==> src/rtl/lifo_arbiter_if.sv <==
// lifo_arbiter_if
//   Requester-side command bus of the LIFO arbiter. Two requesters share it:
//   requester 0 (microsequencer) and requester 1 (console/debug).
//
//   Signals (directions seen from the arbiter, i.e. the slave modport):
//     req0/req1     in   command request, held high until the matching ack
//     op0/op1       in   00 push, 01 pop, 10 exchange, 11 clear
//     wdata0/wdata1 in   push/exchange data, stable while req is high
//     ack0/ack1     out  one-cycle completion pulse
//     err0/err1     out  error status, meaningful only while ack is high
//     rdata         out  last popped word (pop/exchange)
//     busy          out  arbiter is working on a command
//
//   master: requester side. slave: arbiter side.
interface lifo_arbiter_if #(
    parameter int WIDTH = 36
);
    logic             req0;
    logic             req1;
    logic [1:0]       op0;
    logic [1:0]       op1;
    logic [WIDTH-1:0] wdata0;
    logic [WIDTH-1:0] wdata1;
    logic             ack0;
    logic             ack1;
    logic             err0;
    logic             err1;
    logic [WIDTH-1:0] rdata;
    logic             busy;

    modport master (
        output req0, req1, op0, op1, wdata0, wdata1,
        input  ack0, ack1, err0, err1, rdata, busy
    );

    modport slave (
        input  req0, req1, op0, op1, wdata0, wdata1,
        output ack0, ack1, err0, err1, rdata, busy
    );
endinterface

==> src/rtl/lifo_arbiter.sv <==
// lifo_arbiter
//   Shares one LIFO stack between two requesters. Commands (push, pop,
//   exchange, clear) arrive over the req/ack bus in lifo_arbiter_if; ties are
//   broken round-robin, starting with requester 0 after reset. Exchange is a
//   pop followed by a push, replacing the top word without changing depth.
//
//   Ports:
//     clk, rst      clock, synchronous active-high reset
//     bus           lifo_arbiter_if.slave requester bus
//     o_lifo_clken  stack clock enable (only in EXEC/XPUSH)
//     o_lifo_clr    stack clear strobe
//     o_lifo_push   stack push strobe
//     o_lifo_pop    stack pop strobe
//     o_lifo_in     stack write data
//     i_lifo_out    stack top-of-stack (combinational read)
//     i_lifo_full   stack full
//     i_lifo_empty  stack empty
//
//   Configuration macro: LIFO_ARBITER_OVFPROT_EN
//     defined   - push on a full stack is refused: no strobe, err=1
//     undefined - push on a full stack is issued (stack drops its oldest), err=0
module lifo_arbiter #(
    parameter int WIDTH = 36
) (
    input  logic             clk,
    input  logic             rst,
    lifo_arbiter_if.slave    bus,
    output logic             o_lifo_clken,
    output logic             o_lifo_clr,
    output logic             o_lifo_push,
    output logic             o_lifo_pop,
    output logic [WIDTH-1:0] o_lifo_in,
    input  logic [WIDTH-1:0] i_lifo_out,
    input  logic             i_lifo_full,
    input  logic             i_lifo_empty
);

    typedef enum logic [1:0] {
        IDLE  = 2'd0,
        EXEC  = 2'd1,
        XPUSH = 2'd2,
        DONE  = 2'd3
    } state_t;

    typedef enum logic [1:0] {
        OP_PUSH = 2'b00,
        OP_POP  = 2'b01,
        OP_XCH  = 2'b10,
        OP_CLR  = 2'b11
    } op_t;

    state_t           r_state;
    op_t              r_op;
    logic [WIDTH-1:0] r_wdata;
    logic             r_grant;
    logic             r_rr;
    logic             r_err;
    logic [1:0]       r_ack;
    logic [1:0]       r_errOut;
    logic [WIDTH-1:0] r_rdata;
    logic             r_busy;
    logic             r_clken;
    logic             r_clr;
    logic             r_push;
    logic             r_pop;
    logic [WIDTH-1:0] r_lifoIn;

    state_t           w_stateNext;
    op_t              w_opNext;
    logic [WIDTH-1:0] w_wdataNext;
    logic             w_grantNext;
    logic             w_rrNext;
    logic             w_errNext;
    logic [1:0]       w_ack;
    logic [1:0]       w_errOut;
    logic             w_clken;
    logic             w_clr;
    logic             w_push;
    logic             w_pop;
    logic [WIDTH-1:0] w_lifoIn;
    logic             w_capture;
    logic             w_pushBlocked;

`ifdef LIFO_ARBITER_OVFPROT_EN
    assign w_pushBlocked = i_lifo_full;
`else
    logic w_unusedFull;
    assign w_unusedFull  = i_lifo_full;
    assign w_pushBlocked = 1'b0;
`endif

    // Every output is a register, so the strobes for a state are computed one
    // cycle ahead, during the transition into it. The stack is never strobed in
    // IDLE, so full/empty seen in IDLE still hold during EXEC.
    always_comb begin
        w_stateNext = r_state;
        w_opNext    = r_op;
        w_wdataNext = r_wdata;
        w_grantNext = r_grant;
        w_rrNext    = r_rr;
        w_errNext   = r_err;
        w_ack       = 2'b00;
        w_errOut    = 2'b00;
        w_clken     = 1'b0;
        w_clr       = 1'b0;
        w_push      = 1'b0;
        w_pop       = 1'b0;
        w_lifoIn    = '0;
        w_capture   = 1'b0;

        case (r_state)
            IDLE: begin
                if (bus.req0 || bus.req1) begin
                    // r_rr names the requester that wins the next tie.
                    w_grantNext = (bus.req0 && bus.req1) ? r_rr : bus.req1;
                    w_rrNext    = ~w_grantNext;
                    w_opNext    = op_t'(w_grantNext ? bus.op1 : bus.op0);
                    w_wdataNext = w_grantNext ? bus.wdata1 : bus.wdata0;
                    w_errNext   = 1'b0;
                    w_clken     = 1'b1;
                    case (w_opNext)
                        OP_PUSH: begin
                            if (w_pushBlocked) begin
                                w_errNext = 1'b1;
                            end else begin
                                w_push   = 1'b1;
                                w_lifoIn = w_wdataNext;
                            end
                        end
                        OP_POP, OP_XCH: begin
                            if (i_lifo_empty) w_errNext = 1'b1;
                            else              w_pop     = 1'b1;
                        end
                        default: w_clr = 1'b1;
                    endcase
                    w_stateNext = EXEC;
                end
            end
            EXEC: begin
                // Top of stack is still valid here; the pop takes effect at the
                // end of this cycle.
                w_capture = ((r_op == OP_POP) || (r_op == OP_XCH)) && !r_err;
                if ((r_op == OP_XCH) && !r_err) begin
                    w_clken     = 1'b1;
                    w_push      = 1'b1;
                    w_lifoIn    = r_wdata;
                    w_stateNext = XPUSH;
                end else begin
                    w_ack[r_grant]    = 1'b1;
                    w_errOut[r_grant] = r_err;
                    w_stateNext       = DONE;
                end
            end
            XPUSH: begin
                w_ack[r_grant]    = 1'b1;
                w_errOut[r_grant] = r_err;
                w_stateNext       = DONE;
            end
            default: w_stateNext = IDLE;
        endcase
    end

    // State, command latches and registered outputs.
    always_ff @(posedge clk) begin
        if (rst) begin
            r_state  <= IDLE;
            r_op     <= OP_PUSH;
            r_wdata  <= '0;
            r_grant  <= 1'b0;
            r_rr     <= 1'b0;
            r_err    <= 1'b0;
            r_ack    <= 2'b00;
            r_errOut <= 2'b00;
            r_rdata  <= '0;
            r_busy   <= 1'b0;
            r_clken  <= 1'b0;
            r_clr    <= 1'b0;
            r_push   <= 1'b0;
            r_pop    <= 1'b0;
            r_lifoIn <= '0;
        end else begin
            r_state  <= w_stateNext;
            r_op     <= w_opNext;
            r_wdata  <= w_wdataNext;
            r_grant  <= w_grantNext;
            r_rr     <= w_rrNext;
            r_err    <= w_errNext;
            r_ack    <= w_ack;
            r_errOut <= w_errOut;
            r_busy   <= (w_stateNext != IDLE);
            r_clken  <= w_clken;
            r_clr    <= w_clr;
            r_push   <= w_push;
            r_pop    <= w_pop;
            r_lifoIn <= w_lifoIn;
            if (w_capture) r_rdata <= i_lifo_out;
        end
    end

    assign bus.ack0     = r_ack[0];
    assign bus.ack1     = r_ack[1];
    assign bus.err0     = r_errOut[0];
    assign bus.err1     = r_errOut[1];
    assign bus.rdata    = r_rdata;
    assign bus.busy     = r_busy;
    assign o_lifo_clken = r_clken;
    assign o_lifo_clr   = r_clr;
    assign o_lifo_push  = r_push;
    assign o_lifo_pop   = r_pop;
    assign o_lifo_in    = r_lifoIn;

endmodule

==> src/flat_wrapper.sv <==
// flat-port wrapper written by rule: the top's interface ports become plain ports
module lifo_arbiter_flat 
#(
    parameter int WIDTH = 36
)
  (clk, rst, o_lifo_clken, o_lifo_clr, o_lifo_push, o_lifo_pop, o_lifo_in, i_lifo_out, i_lifo_full, i_lifo_empty, bus_req0, bus_req1, bus_op0, bus_op1, bus_wdata0, bus_wdata1, bus_ack0, bus_ack1, bus_err0, bus_err1, bus_rdata, bus_busy);
  lifo_arbiter_if #(.WIDTH(WIDTH)) bus_i ();
  input  logic clk;
  input  logic rst;
  output logic o_lifo_clken;
  output logic o_lifo_clr;
  output logic o_lifo_push;
  output logic o_lifo_pop;
  output logic [WIDTH-1:0] o_lifo_in;
  input  logic [WIDTH-1:0] i_lifo_out;
  input  logic i_lifo_full;
  input  logic i_lifo_empty;
  input wire logic [$bits(bus_i.req0)-1:0] bus_req0;
  input wire logic [$bits(bus_i.req1)-1:0] bus_req1;
  input wire logic [$bits(bus_i.op0)-1:0] bus_op0;
  input wire logic [$bits(bus_i.op1)-1:0] bus_op1;
  input wire logic [$bits(bus_i.wdata0)-1:0] bus_wdata0;
  input wire logic [$bits(bus_i.wdata1)-1:0] bus_wdata1;
  output wire logic [$bits(bus_i.ack0)-1:0] bus_ack0;
  output wire logic [$bits(bus_i.ack1)-1:0] bus_ack1;
  output wire logic [$bits(bus_i.err0)-1:0] bus_err0;
  output wire logic [$bits(bus_i.err1)-1:0] bus_err1;
  output wire logic [$bits(bus_i.rdata)-1:0] bus_rdata;
  output wire logic [$bits(bus_i.busy)-1:0] bus_busy;
  assign bus_i.req0 = bus_req0;
  assign bus_i.req1 = bus_req1;
  assign bus_i.op0 = bus_op0;
  assign bus_i.op1 = bus_op1;
  assign bus_i.wdata0 = bus_wdata0;
  assign bus_i.wdata1 = bus_wdata1;
  assign bus_ack0 = bus_i.ack0;
  assign bus_ack1 = bus_i.ack1;
  assign bus_err0 = bus_i.err0;
  assign bus_err1 = bus_i.err1;
  assign bus_rdata = bus_i.rdata;
  assign bus_busy = bus_i.busy;
  lifo_arbiter #(.WIDTH(WIDTH)) u_core (.clk(clk), .rst(rst), .bus(bus_i), .o_lifo_clken(o_lifo_clken), .o_lifo_clr(o_lifo_clr), .o_lifo_push(o_lifo_push), .o_lifo_pop(o_lifo_pop), .o_lifo_in(o_lifo_in), .i_lifo_out(i_lifo_out), .i_lifo_full(i_lifo_full), .i_lifo_empty(i_lifo_empty));
endmodule
==> config.mk <==
export PLATFORM = sky130hd
export DESIGN_NAME = lifo_arbiter_flat
export DESIGN_NICKNAME = d
export VERILOG_FILES = /design/src/rtl/lifo_arbiter_if.sv /design/src/rtl/lifo_arbiter.sv /design/src/flat_wrapper.sv
export SDC_FILE = /design/constraint.sdc
export NUM_CORES = 1
export LEC_CHECK = 0
export ABC_AREA = 1
export BUFFER_PORTS_ARGS = -buffer_cell sky130_fd_sc_hd__buf_4
export CELL_PAD_IN_SITES_DETAIL_PLACEMENT = 0
export CELL_PAD_IN_SITES_GLOBAL_PLACEMENT = 1
export CORE_UTILIZATION = 36
export DETAILED_ROUTE_END_ITERATION = 12
export GPL_ROUTABILITY_DRIVEN = 0
export GPL_TIMING_DRIVEN = 0
export PLACE_DENSITY_LB_ADDON = 0.1
export RECOVER_POWER = 50
export SKIP_CTS_REPAIR_TIMING = 1
export SLEW_MARGIN = 15
export SYNTH_ARGS = -nofsm -noshare
export SYNTH_HDL_FRONTEND = slang
export SYNTH_SLANG_ARGS = --single-unit
export TNS_END_PERCENT = 20
==> constraint.sdc <==
create_clock -name clk -period 3.5 [get_ports clk]
set_input_delay 0.7 -clock clk [delete_from_list [all_inputs] [get_ports clk]]
set_output_delay 0.7 -clock clk [all_outputs]
set_load 0.03 [all_outputs]
==> results.txt <==
Global routing finished with a remaining overflow of 0. The post-route fraction of the period consumed by the critical path is 0.7137. The area growth from synthesis to layout was 36.40%.

Dividing total power by cell area gives a power density of 755.3 nW/um2. The logs give 0 for the final hold violation count and 124 for the number of sinks on the clock net. Among cell families on the critical path, the largest total delay comes from simple AND/OR/NAND/NOR gates.

TritonCTS built the clock tree. The most area-hungry cell type in the Yosys netlist is sky130_fd_sc_hd__dfxtp_1. The placeable core region is 14590 um2, and the transition at the pin with the smallest max-transition slack is 1.024 ns. The initial standard-cell utilization of the core is 0.3696.

Across the routed clock network, the largest skew measured is 0.008493 ns. The netlist area before placement came out at 5393 um2. For the via count, the log shows 5380. The logs give 0 for the total DRC errors in the routed layout and 1165 for the number of placed cells counting well taps. The area of combinational cells with multiple inputs is 2328 um2. The worst setup path is captured at a flop.

The floorplan die height was 124.4 um. STA classifies the critical path startpoint as an input port. The H-tree generated during clock tree synthesis spans 4 levels. CTS placed an instance of sky130_fd_sc_hd__clkbuf_16 at the clock tree root. The clock transition at the register clock pins on the worst setup and hold paths after CTS was 0.05 ns; the worst-case vdd ir drop was 0.0003636 V. Static timing analysis puts the maximum clock frequency at 0.4004 GHz.

At the end of the flow, the number of nets in the layout was 1125. Counting along the longest clock path gives a buffer depth of 2. The number of antenna violations at the first check in global routing is 0, and the net count of the mapped netlist is 909.

The largest fanout on the critical path works out to 10. Synthesis instantiated 19 different standard cells from the library. The signal on the critical path passes through buf_4 > nand2_1 > nand2_1 > buf_2 > o21ai_0 > ha_1 > inv_1 > nor3_4 > buf_6 > nand3_1 > a21oi_1.

The tool flagged a number of max-cap violations equal to 0. Ranked by total cell area, the synthesized netlist is headed by sky130_fd_sc_hd__dfxtp_1, sky130_fd_sc_hd__nand2_1, sky130_fd_sc_hd__nor2_1. Cell at the slowest stage of the critical path: sky130_fd_sc_hd__nor3_4. The run gives 5047 as the number of global-route vias before repair. The fraction of layout cells with a size suffix above 1 was 0.1650. STA puts the critical path data arrival time at 2.83 ns. The parity-gate share of the synthesized area counting xor and xnor cells is 0, and the number of slew-limit violations in the final report is 0. The multiplexer share of the synthesized area came out at 0. The flow ran to the end, and the final reports show no timing, DRC or antenna violations. The wire length of the first global-routing pass came out at 25.09 mm. Final hold analysis gives a worst-case slack of 0.4507 ns. In this design, the critical path's most frequently occurring cell is sky130_fd_sc_hd__nand2_1. The static leakage power came out at 0.003706 uW. Setup slack on the critical path of the routed design comes to 1.002 ns.

Buffers placed on the I/O ports in this run total 197. Setup repair after global routing left no endpoint under its margin. Count of boundary I/O pins: 199. The tools report the worst path required time as 3.83 ns.

The critical path class was input port to flop. The worst path buffer plus inverter count is 4. Registers take 2482 um2. The insertion delay of the later-clocked pin in the worst-skew pair was 0.41 ns; the average cell area after synthesis was 6.878 um2.

The initialized floorplan defines 44 standard-cell rows. Entering global routing, the biggest net connects 17 pins. The first TritonRoute pass finished after 5 iterations. The fraction of the mapped netlist area in compound gates was 0.07564.

The final layout contains routed wiring with a total length of 15.44 mm. The tools report the final standard cell utilization of the core as 0.5042. The relative slew slack was 0.3124; the final critical path time including I/O delays and setup was 2.498 ns.

The synthesis-stage register bit count is 124. In this run, the number of DRC markers left after iteration 0 of detailed routing was 221. The die footprint came out at 15470 um2. Setup violations remaining at the end of the flow were counted as 0. In this design, the stage delay of the slowest critical-path cell is 0.49 ns. The tools report the sequential-to-total area share from yosys stat as 0.4603.

The horizontal extent of the die was 124.4 um. The filler-free cell count of the finished design is 1196, and the number of standard cells after synthesis is 784. The largest family of logic cells by synthesized area was simple AND/OR/NAND/NOR gates.

The logs give 0 for the count of nets left with antenna violations after detail routing and 1598 for the layout filler cell count. The simple logic cell fraction of the synthesized area is 0.3425, and the setup TNS is 0 ns. The average wire per cell in the routed design came out at 12.91 um. The top-area cell type share of the netlist area works out to 0.4603.

In this run the worst hold path is classified as flop to flop. The logs give 0.5323 ns for the setup slack at placement and 0 for the total of warnings raised by yosys. Ratio of routed vias to standard cells: 4.498.

The logs give 17 for the total CTS buffers and 10.73 mm for the estimated wirelength of the detail-placed design. The area share of fa/ha/maj cells after synthesis works out to 0.01624. The logs give 0 for the diode insertion count for antenna repair and 0.2051 for the global routing usage summed across all routing layers.
-- routing by layer --
| metal | share of wire | wire length (um) | GRT usage |
|---|---|---|---|
| met3 | 0.064 | 990 | 0.06615 |
| met2 | 0.46 | 7173 | 0.3331 |
| met5 | 0 | 0 | 0 |
| met4 | 0.014 | 212 | 0.06804 |
| met1 | 0.46 | 7062 | 0.2550 |
-- Yosys cell counts --
| master | instances |
|---|---|
| sky130_fd_sc_hd__inv_1 | 91 |
| sky130_fd_sc_hd__buf_6 | 3 |
| sky130_fd_sc_hd__ha_1 | 7 |
| sky130_fd_sc_hd__a21oi_1 | 40 |
| sky130_fd_sc_hd__nand3b_1 | 36 |
| sky130_fd_sc_hd__nor2_2 | 1 |
| sky130_fd_sc_hd__nor2_1 | 153 |
| sky130_fd_sc_hd__or2_2 | 1 |
| sky130_fd_sc_hd__o21a_1 | 1 |
| sky130_fd_sc_hd__nor3b_1 | 1 |
| sky130_fd_sc_hd__nand2_1 | 201 |
| sky130_fd_sc_hd__clkbuf_1 | 22 |
| sky130_fd_sc_hd__dfxtp_1 | 124 |
| sky130_fd_sc_hd__buf_4 | 1 |
| sky130_fd_sc_hd__inv_2 | 2 |
| sky130_fd_sc_hd__nor3_4 | 2 |
| sky130_fd_sc_hd__o21ai_0 | 40 |
| sky130_fd_sc_hd__buf_2 | 19 |
| sky130_fd_sc_hd__nand3_1 | 39 |
-- report_power, final --
group | switching, uW | total (uW) | internal (uW)
clock network | 623 | 1730 | 1110
logic | 1300 | 1850 | 548
registers | 168 | 1970 | 1810
total | 2090 | 5560 | 3470
-- stage by stage --
step / power, uW / area [um2]
finish: 5556 / 7356
global route: 5946 / 7356
CTS: 5799 / 7680
detailed placement: 4056 / 7102
global placement: 4041 / 7102
floorplan: 3331 / 5393
-- cell usage in the layout (no fill, tap or decap) --
cell / synthesis / final
sky130_fd_sc_hd__clkinv_2: 0 / 6
sky130_fd_sc_hd__nor3b_1: 1 / 1
sky130_fd_sc_hd__ha_1: 7 / 7
sky130_fd_sc_hd__nand3b_1: 36 / 36
sky130_fd_sc_hd__or2_2: 1 / 1
sky130_fd_sc_hd__clkbuf_1: 22 / 108
sky130_fd_sc_hd__nand2_1: 201 / 201
sky130_fd_sc_hd__buf_2: 19 / 17
sky130_fd_sc_hd__clkbuf_8: 0 / 4
sky130_fd_sc_hd__dfxtp_1: 124 / 124
sky130_fd_sc_hd__a21oi_1: 40 / 40
sky130_fd_sc_hd__buf_4: 1 / 116
sky130_fd_sc_hd__nand3_1: 39 / 39
sky130_fd_sc_hd__nor3_1: 0 / 1
sky130_fd_sc_hd__buf_6: 3 / 3
sky130_fd_sc_hd__clkbuf_16: 0 / 17
sky130_fd_sc_hd__nor3_4: 2 / 1
sky130_fd_sc_hd__bufinv_16: 0 / 2
sky130_fd_sc_hd__o21a_1: 1 / 1
sky130_fd_sc_hd__inv_1: 91 / 93
sky130_fd_sc_hd__nor2_1: 153 / 154
sky130_fd_sc_hd__o21ai_0: 40 / 40
-- layout make-up --
| cell class | instances | share of cell area |
|---|---|---|
| Buffer | 45 | 0.02943 |
| Tap cell | 184 | 0.03130 |
| Sequential cell | 124 | 0.3375 |
| Clock buffer | 23 | 0.06634 |
| Multi-Input combinational cell | 522 | 0.3166 |
| Timing Repair Buffer | 197 | 0.1592 |
| Clock inverter | 8 | 0.01225 |
| Inverter | 93 | 0.04746 |
-- final timing paths --
kind | from | end | slack, ns | cells after the start
worst max-delay path | bus_req0 | u_core.o_lifo_in[9] | 1.00 | 11
worst min-delay path | u_core.r_rr | u_core.r_rr | 0.45 | 2
worst min register to register | u_core.r_rr | u_core.r_rr | 0.45 | 2
worst max register to register | u_core.r_op[0] | u_core.bus.rdata[2] | 1.03 | 7
-- kinds of logic after synthesis --
family,after synthesis
simple gates,434
buf+inv,138
flops,124
compound gates,81
fa+ha+maj,7
-- worst min-delay path: stages, from the launching register on --
cell and delay [ns]:
sky130_fd_sc_hd__dfxtp_1 0.29, sky130_fd_sc_hd__inv_1 0.06, sky130_fd_sc_hd__a21oi_1 0.05
-- flip-flops by register name, summed over array words and instances (netlist names), 2 cells and up --
signal	count
u_core.r_op	2
u_core.r_state	2
u_core.o_lifo_in	36
u_core.bus.rdata	36
u_core.r_ack	2
u_core.r_wdata	36
u_core.r_errOut	2
Note: power is estimated with default switching activity, not from simulation.
